==> config.mk <==
export PLATFORM = sky130hd
export DESIGN_NAME = mem_arbiter
export DESIGN_NICKNAME = d
export VERILOG_FILES = /design/src/rtl/mem_arbiter.sv
export SDC_FILE = /design/constraint.sdc
export NUM_CORES = 1
export LEC_CHECK = 0
export CAP_MARGIN = 20
export CORE_MARGIN = 2
export CORE_UTILIZATION = 45
export CTS_BUF_LIST = sky130_fd_sc_hd__clkbuf_16
export CTS_CLUSTER_DIAMETER = 50
export DETAILED_ROUTE_END_ITERATION = 7
export PLACE_DENSITY = 0.92
export RECOVER_POWER = 25
export REMOVE_ABC_BUFFERS = 1
export SLEW_MARGIN = 20
export SYNTH_ARGS = -nofsm -noshare
export SYNTH_HDL_FRONTEND = slang
export SYNTH_SLANG_ARGS = --single-unit
==> constraint.sdc <==
create_clock -name iCLK -period 6.21 [get_ports iCLK]
set_input_delay 1.242 -clock iCLK [delete_from_list [all_inputs] [get_ports iCLK]]
set_output_delay 1.242 -clock iCLK [all_outputs]
set_load 0.05 [all_outputs]
==> src/rtl/mem_arbiter.sv <==
// Three-requester RAM arbiter: fetch (F), load (I) and store (S) share one
// single-port RAM. Requests are granted round-robin (F, I, S). Each grant
// takes three cycles: IDLE (grant), ACCESS (RAM strobe) and RESP (done pulse).
// Ports:
//   iCLK, iRST                   clock, synchronous active-high reset
//   iREQ_x / iADDR_x / iDATA_S   requester handshakes (x = F, I, S)
//   oDONE_x                      one-cycle completion pulse per requester
//   oRDATA                       read data, valid with oDONE_F / oDONE_I
//   oBUSY                        high while a transaction is in flight
//   oRAM_*                       RAM strobes, address and write data
//   iRAM_DATA_RD                 RAM read data, one cycle after CE+RD
module mem_arbiter #(
   parameter int unsigned ADDR_W = 8,
   parameter int unsigned DATA_W = 32
) (
   input  logic              iCLK,
   input  logic              iRST,
   input  logic              iREQ_F,
   input  logic [ADDR_W-1:0] iADDR_F,
   input  logic              iREQ_I,
   input  logic [ADDR_W-1:0] iADDR_I,
   input  logic              iREQ_S,
   input  logic [ADDR_W-1:0] iADDR_S,
   input  logic [DATA_W-1:0] iDATA_S,
   output logic              oDONE_F,
   output logic              oDONE_I,
   output logic              oDONE_S,
   output logic [DATA_W-1:0] oRDATA,
   output logic              oBUSY,
   output logic              oRAM_CE,
   output logic              oRAM_RD,
   output logic              oRAM_WR,
   output logic [ADDR_W-1:0] oRAM_ADDR,
   output logic [DATA_W-1:0] oRAM_DATA_WR,
   input  logic [DATA_W-1:0] iRAM_DATA_RD
);

   typedef enum logic [1:0] {IDLE, ACCESS, RESP} state_t;

   localparam logic [1:0] SEL_F = 2'd0;
   localparam logic [1:0] SEL_I = 2'd1;
   localparam logic [1:0] SEL_S = 2'd2;

   state_t            state_q, state_d;
   logic [1:0]        ptr_q, ptr_d;
   logic [1:0]        sel_q;
   logic [1:0]        win;
   logic              found;
   logic              grant;
   logic [2:0]        req;
   logic [2:0]        cand;
   logic [1:0]        base;
   logic [ADDR_W-1:0] win_addr;
   logic              ce_d, rd_d, wr_d, busy_d;
   logic [2:0]        done_d;
   logic [DATA_W-1:0] rdata_q;

   assign req = {iREQ_S, iREQ_I, iREQ_F};

   // Round-robin search: first requester found starting at the pointer.
   always_comb begin
      found = 1'b0;
      win   = SEL_F;
      cand  = 3'd0;
      base  = (ptr_q == 2'd3) ? SEL_F : ptr_q;
      for (int k = 0; k < 3; k++) begin
         cand = 3'(base) + 3'(k);
         if (cand >= 3'd3) cand = cand - 3'd3;
         if (!found && req[cand[1:0]]) begin
            found = 1'b1;
            win   = cand[1:0];
         end
      end
   end

   always_comb begin
      case (win)
         SEL_F:   win_addr = iADDR_F;
         SEL_I:   win_addr = iADDR_I;
         default: win_addr = iADDR_S;
      endcase
   end

   // Next state plus next values of the registered outputs.
   always_comb begin
      state_d = state_q;
      ptr_d   = ptr_q;
      grant   = 1'b0;
      ce_d    = 1'b0;
      rd_d    = 1'b0;
      wr_d    = 1'b0;
      done_d  = 3'b000;
      case (state_q)
         IDLE: begin
            if (found) begin
               state_d = ACCESS;
               grant   = 1'b1;
               ptr_d   = (win == SEL_S) ? SEL_F : win + 2'd1;
               ce_d    = 1'b1;
               rd_d    = (win != SEL_S);
               wr_d    = (win == SEL_S);
            end
         end
         ACCESS: begin
            state_d = RESP;
            done_d  = 3'b001 << sel_q;
         end
         RESP:    state_d = IDLE;
         default: state_d = IDLE;
      endcase
      busy_d = (state_d != IDLE);
   end

   always_ff @(posedge iCLK) begin
      if (iRST) begin
         state_q      <= IDLE;
         ptr_q        <= SEL_F;
         sel_q        <= SEL_F;
         oRAM_CE      <= 1'b0;
         oRAM_RD      <= 1'b0;
         oRAM_WR      <= 1'b0;
         oBUSY        <= 1'b0;
         oDONE_F      <= 1'b0;
         oDONE_I      <= 1'b0;
         oDONE_S      <= 1'b0;
         oRAM_ADDR    <= '0;
         oRAM_DATA_WR <= '0;
         rdata_q      <= '0;
      end else begin
         state_q                     <= state_d;
         ptr_q                       <= ptr_d;
         oRAM_CE                     <= ce_d;
         oRAM_RD                     <= rd_d;
         oRAM_WR                     <= wr_d;
         oBUSY                       <= busy_d;
         {oDONE_S, oDONE_I, oDONE_F} <= done_d;
         if (grant) begin
            sel_q     <= win;
            oRAM_ADDR <= win_addr;
            // Write data only moves for stores; reads leave the last value.
            if (win == SEL_S) oRAM_DATA_WR <= iDATA_S;
         end
         // Keep the read word so oRDATA holds it after RESP.
         if (state_q == RESP && sel_q != SEL_S) rdata_q <= iRAM_DATA_RD;
      end
   end

   // RAM data passes straight through in the read completion cycle.
   assign oRDATA = (oDONE_F || oDONE_I) ? iRAM_DATA_RD : rdata_q;

endmodule

==> results of run 1 <==
## flip-flops by register name (all words and copies together), names as in the netlist
name          flops
oRAM_DATA_WR     32
oRAM_WR           1
ptr_q             2
oDONE_I           1
sel_q             2
oDONE_S           1
oRAM_ADDR         8
rdata_q          32
oBUSY             1
oRAM_CE           1
state_q           2
oDONE_F           1
oRAM_RD           1
## routing by layer
metal  global-route usage (%)  vias up  part of all wire, %
met1                     26.2     1672                   39
met3                     9.09       15                   10
met2                     41.9      149                   50
met5                        0        -                    0
li1                         -     1824                    -
met4                     7.61        0                  1.5
## worst max-delay path: cells and delay by family
kind / cells / cell delay, ns
compound gates: 2 / 0.40
buf+inv: 2 / 2.51
simple gates: 1 / 0.27
## kinds of logic (layout without fill, tap and decap cells)
logic type / after synthesis / count (layout) / synth area share [%]
AO/OA/AOI/OAI: 111 / 111 / 18.6
multiplexers: 35 / 35 / 10.5
adder cells (fa/ha/maj): 4 / 4 / 1.34
buffers and inverters: 39 / 200 / 4.92
AND/OR/NAND/NOR: 168 / 168 / 19.2
flip-flops: 85 / 85 / 45.6
## power breakdown
| part | total (mW) | switching (mW) | internal (mW) |
|---|---|---|---|
| sequential | 0.748 | 0.0688 | 0.680 |
| clock | 0.571 | 0.218 | 0.354 |
| combinational | 1.71 | 1.10 | 0.612 |
## worst paths after layout
check                                                    end  cells after the start
worst max register to register  oRAM_DATA_WR[6]$_SDFFE_PP0P_                     11
worst max-delay path               oRAM_ADDR[2]$_SDFFE_PP0P_                      5
worst min-delay path            oRAM_DATA_WR[4]$_SDFFE_PP0P_                      2
worst min register to register  oRAM_DATA_WR[4]$_SDFFE_PP0P_                      2
## final cells by class
type / instances / area (µm²) / area share [%]
multi-input cells: 318 / 1850 / 32.0
repair buffers: 177 / 1750 / 30.3
flip-flops and latches: 85 / 1700 / 29.4
clock buffers: 9 / 225 / 3.89
well taps: 105 / 131 / 2.27
clock inverters: 7 / 96.3 / 1.67
inverters: 7 / 26.3 / 0.454
## Yosys cell counts (2+ instances only)
cell type,count
nor3_1,2
inv_1,4
ha_1,4
nor3b_1,2
a32oi_1,6
dfxtp_1,85
a22o_1,2
nand3b_1,3
mux2_2,32
o21a_1,2
buf_2,9
buf_6,2
inv_2,2
o31ai_2,2
a221o_1,6
a221oi_2,2
buf_4,3
o21ai_0,2
nand2b_1,4
o21ai_1,14
a21oi_1,68
nand2_1,136
nor2_1,14
clkbuf_1,17
mux2i_1,3
## cells in the final DEF, fill, tap and decap left out, drive strengths merged, types with 4 or more instances in the layout
cell type	synthesis	final
nand2	136	136
inv	6	8
clkbuf	17	11
a32oi	6	6
a221o	6	6
mux2	32	32
ha	4	4
nand2b	4	4
clkdlybuf4s50	0	165
dlygate4sd3	0	5
a21oi	69	69
buf	15	5
o21ai	16	16
nor2	15	15
dfxtp	85	85
## metrics by stage
step | instances | instance area, µm² | power, mW
after floorplan | 410 | 3580 | 1.92
after global placement | 691 | 5460 | 2.42
after detailed placement | 692 | 5470 | 2.47
after CTS | 708 | 5790 | 3.05
after global routing | 708 | 5780 | 3.20
final | 708 | 5780 | 3.03
==> impl_metrics.py, run 1 <==
metrics = {
    "status": {
        "status": "complete, but fails checks",
        "violations": "max-capacitance violations, max-slew violations",
    },
    "floorplan": {
        "chipHeight_um": 95.1,
        "start_util_pct": 45.9,
        "fp.dieW_um": 95.1,
        "io-pin-count": 172,
        "dieArea_um2": 9040,
        "coreArea_um2": 8130,
        "fp-row-count": 33,
    },
    "place": {
        "gp_congestion": 0.924,
        "port_buffers": 171,
        "dpl.hpwl_um": 7920,
        "pre_cts_ws_ns": 2.22,
    },
    "sta": {
        "worst_hold_slack_ns": 0.452,
        "relSlewSlack_pct": -116,
        "max_freq_mhz": 236,
        "setup_ws_ns": 1.97,
        "skew_ns": 0.00928,
        "fin_crit_ns": 4.24,
        "setup_tns_ns": 0,
        "finalSetupViolCount": 0,
        "fin_crit_sh_pct": 68.3,
        "slew_viol_final": 72,
        "worst-slew-pin-transition_ns": 3.25,
        "hold_violations": 0,
        "rsz0062_at_grt": "false",
    },
    "worst_hold_path": {
        "hp-start": "oRAM_DATA_WR[4]$_SDFFE_PP0P_",
        "hold_class": "flip-flop to flip-flop",
    },
    "critical_path": {
        "cpPeakStageDelay_ns": 2.31,
        "worstPathCellList": "clkbuf_1, clkbuf_1, nor4_4, a32oi_1, o21ai_1",
        "worstPathArrival_ns": 4.44,
        "path_class": "input pin to flip-flop",
        "critPathSlowestCell": "clkbuf_1",
        "cp-start-kind": "input pin",
        "crit_path_start": "iRST",
        "cp-end-kind": "flip-flop",
        "r2r_start": "ptr_q[0]$_SDFFE_PP0P_",
        "cp_max_fo": 71,
        "r2r_setup_slack_ns": 3.09,
        "cpMostUsedCell": "clkbuf_1",
        "worstPathRequired_ns": 6.41,
    },
    "yosys": {
        "ys_async_sr_fraction_pct": 0,
        "yosys.area.top_type": "dfxtp_1",
        "synth_area_um2": 3730,
        "synth_flop_cell": "dfxtp_1",
        "synth_top_area_share_pct": 45.6,
        "syn_area_per_cell_um2": 8.45,
        "synth_area_leaders": "dfxtp_1, nand2_1, mux2_2, a21oi_1, o21ai_1",
        "synth-seq-area-share_pct": 45.6,
        "synth_edf_count": 0,
        "yosysWarnings": 0,
        "yosysUniqueCellTypes": 41,
        "ys_ff_latch": 85,
        "synthCells": 442,
    },
    "clock_network": {
        "numCtsBuffers": 9,
        "clkSinkCount": 85,
        "cts_hold_buffers": 0,
        "cts_setup_buffers": 0,
        "clkSlewWorstSetupHoldPaths_ns": 0.06,
        "insertion_delay_ns": 0.33,
        "cts_tree": "yes",
        "cts-resized-gates": 0,
        "htreeDepth": 3,
        "clk_path_buf_depth": 2,
        "root_buffer": "clkbuf_16",
    },
    "detailed_routing": {
        "via_per_inst": 5.17,
        "drc": 0,
        "detail_route.iter0.violations": 148,
        "drt-pass1-iter-count": 4,
        "via_count": 3660,
        "routed_wl_um": 10800,
        "final_antenna_net_count": 0,
        "wl_per_cell_um": 15.3,
    },
    "final_layout": {
        "drive_above_1_share_pct": 11.1,
        "fin_util_pct": 71.1,
        "fillers": 607,
        "diodes": 0,
        "final_nets": 695,
        "area_growth_pct": 54.9,
    },
    "global_route": {
        "grt_pass1_wl_um": 16700,
        "grt_antenna_before_repair": 0,
        "grt_pass1_vias": 3507,
        "gr-total-overflow": 0,
        "grt_usage_pct": 23.7,
        "grt_max_degree": 72,
    },
    "pwr": {
        "power_density_nw_per_um2": 523,
        "ir_worst_vdd_uv": 263,
        "leakagePower_nw": 2.11,
    },
    "flow_run": {
        "drv_cap": 1,
    },
}
Note: power is estimated with default switching activity, not from simulation.
==> run 2, diff against run 1 <==
--- a/config.mk
+++ b/config.mk
@@ -7,11 +7,11 @@
 export LEC_CHECK = 0
 export CAP_MARGIN = 20
 export CORE_MARGIN = 2
-export CORE_UTILIZATION = 45
+export CORE_UTILIZATION = 41
 export CTS_BUF_LIST = sky130_fd_sc_hd__clkbuf_16
 export CTS_CLUSTER_DIAMETER = 50
 export DETAILED_ROUTE_END_ITERATION = 7
-export PLACE_DENSITY = 0.92
+export PLACE_DENSITY = 0.86
 export RECOVER_POWER = 25
 export REMOVE_ABC_BUFFERS = 1
 export SLEW_MARGIN = 20
==> constraint.sdc (replaced) <==
create_clock -name iCLK -period 4.3 [get_ports iCLK]
set_input_delay 0.86 -clock iCLK [delete_from_list [all_inputs] [get_ports iCLK]]
set_output_delay 0.86 -clock iCLK [all_outputs]
set_load 0.05 [all_outputs]
==> run 2 against run 1 <==
  * The flow now finishes without violations
  * Die area grew 9.3%
  * Largest power group unchanged
  * Worst setup slack lost 0.89 ns
  * Sequential power grew 46%
==> impl_metrics.py, run 2 (same netlist as run 1, synthesis figures left out) <==
metrics = {
    "detailed_routing": {
        "drc": 0,
        "via_per_inst": 5.27,
        "detail_route.iter0.violations": 124,
        "via_count": 3750,
        "wl_per_cell_um": 15.4,
        "final_antenna_net_count": 0,
        "routed_wl_um": 11000,
        "drt-pass1-iter-count": 4,
    },
    "sta": {
        "slew_viol_final": 0,
        "worst-slew-pin-transition_ns": 1.45,
        "fin_crit_ns": 3.22,
        "setup_tns_ns": 0,
        "hold_violations": 0,
        "max_freq_mhz": 311,
        "setup_ws_ns": 1.08,
        "finalSetupViolCount": 0,
        "rsz0062_at_grt": "false",
        "relSlewSlack_pct": 3.15,
        "fin_crit_sh_pct": 74.8,
        "skew_ns": 0.00610,
    },
    "status": {
        "status": "completed",
    },
    "clock_network": {
        "cts_tree": "yes",
        "root_buffer": "clkbuf_16",
        "cts_setup_buffers": 0,
        "cts_hold_buffers": 0,
        "clkSlewWorstSetupHoldPaths_ns": 0.06,
        "insertion_delay_ns": 0.33,
        "clk_path_buf_depth": 2,
        "clkSinkCount": 85,
        "numCtsBuffers": 9,
        "htreeDepth": 3,
        "cts-resized-gates": 0,
    },
    "critical_path": {
        "crit_path_start": "iRAM_DATA_RD[18]",
        "rr_worst_depth": 9,
        "path_class": "input pin to primary output",
        "cp-start-kind": "input pin",
        "worstPathRequired_ns": 3.44,
        "r2r_start": "ptr_q[0]$_SDFFE_PP0P_",
        "critPathSlowestCell": "clkdlybuf4s50_1",
        "cp-end-kind": "primary output",
        "cp_max_fo": 2,
        "cpPeakStageDelay_ns": 0.82,
        "cpMostUsedCell": "clkdlybuf4s50_1",
        "worstPathCellList": "clkdlybuf4s50_1, mux2_2, clkdlybuf4s50_1",
        "worstPathArrival_ns": 2.36,
    },
    "final_layout": {
        "area_growth_pct": 55.2,
        "final_common_cell": "clkdlybuf4s50_1",
        "diodes": 0,
        "largestRegisters": "oRAM_DATA_WR (32), rdata_q (32), oRAM_ADDR (8)",
        "fin_util_pct": 66.1,
        "drive_above_1_share_pct": 11.1,
        "layout_common_cells": "clkdlybuf4s50_1, nand2_1, dfxtp_1, a21oi_1, mux2_2",
        "final_nets": 696,
        "instances_no_fill": 712,
    },
    "place": {
        "dp_cells": 696,
        "gp_congestion": 0.796,
        "dpl.hpwl_um": 7930,
        "port_buffers": 171,
        "pre_cts_ws_ns": 0.862,
    },
    "floorplan": {
        "coreArea_um2": 8760,
        "chipHeight_um": 99.4,
        "fp-row-count": 34,
        "fp.dieW_um": 99.4,
        "start_util_pct": 42.6,
        "dieArea_um2": 9890,
        "io-pin-count": 172,
    },
    "global_route": {
        "grt_antenna_before_repair": 0,
        "grt_usage_pct": 22.1,
        "grt_pass1_vias": 3730,
        "grt_pass1_wl_um": 17700,
        "grt_max_degree": 72,
        "gr-total-overflow": 0,
    },
    "pwr": {
        "power_density_nw_per_um2": 754,
        "leakagePower_nw": 2.13,
        "ir_worst_vdd_uv": 467,
    },
    "worst_hold_path": {
        "hold_class": "flip-flop to flip-flop",
        "whs_path_depth": 2,
        "hp-start": "oRAM_DATA_WR[27]$_SDFFE_PP0P_",
    },
    "flow_run": {
        "drv_cap": 0,
    },
}
[run 2: through the flow]
stage	instance area (µm²)	power (mW)	hold WS, ns
6_report	5800	4.37	0.450
5_1_grt	5800	4.61	0.475
4_1_cts	5800	4.40	0.453
3_5_place_dp	5490	3.58	0.446
3_3_place_gp	5460	3.51	0.438
2_1_floorplan	3580	2.77	0.427
[run 2: routing by layer]
| layer | vias up | global-route usage [%] | share of wire [%] |
|---|---|---|---|
| li1 | 1824 | - | - |
| met1 | 1745 | 24.5 | 41 |
| met2 | 161 | 40.6 | 50 |
| met3 | 20 | 5.69 | 7.2 |
| met4 | 0 | 7.59 | 2.1 |
| met5 | - | 0 | 0 |
[run 2: worst paths after layout]
check / end / slack [ns]
setup / recovery: oRDATA[18] / 1.08
hold reg to reg: oRAM_DATA_WR[27]$_SDFFE_PP0P_ / 0.45
setup reg to reg: oRAM_DATA_WR[30]$_SDFFE_PP0P_ / 1.38
hold / removal: oRAM_DATA_WR[27]$_SDFFE_PP0P_ / 0.45
[run 2: power by group]
part / internal (mW) / switching (mW) / leakage, nW / total (mW)
Combinational: 0.888 / 1.58 / 1.28 / 2.47
Sequential: 0.981 / 0.105 / 0.692 / 1.09
Clock: 0.507 / 0.305 / 0.159 / 0.812
[run 2: cell type report]
| type | instances | area [µm²] |
|---|---|---|
| sequential | 85 | 1700 |
| inverter | 7 | 26.3 |
| clock buffer | 9 | 225 |
| multi-input combinational | 318 | 1850 |
| fill | 685 | 2970 |
| clock inverter | 7 | 90.1 |
| tap | 108 | 135 |
| timing repair buffer | 178 | 1770 |
[run 2: critical path, delay by kind of cell]
family | cells | cell delay (ns)
buffers and inverters | 2 | 1.34
muxes | 1 | 0.16
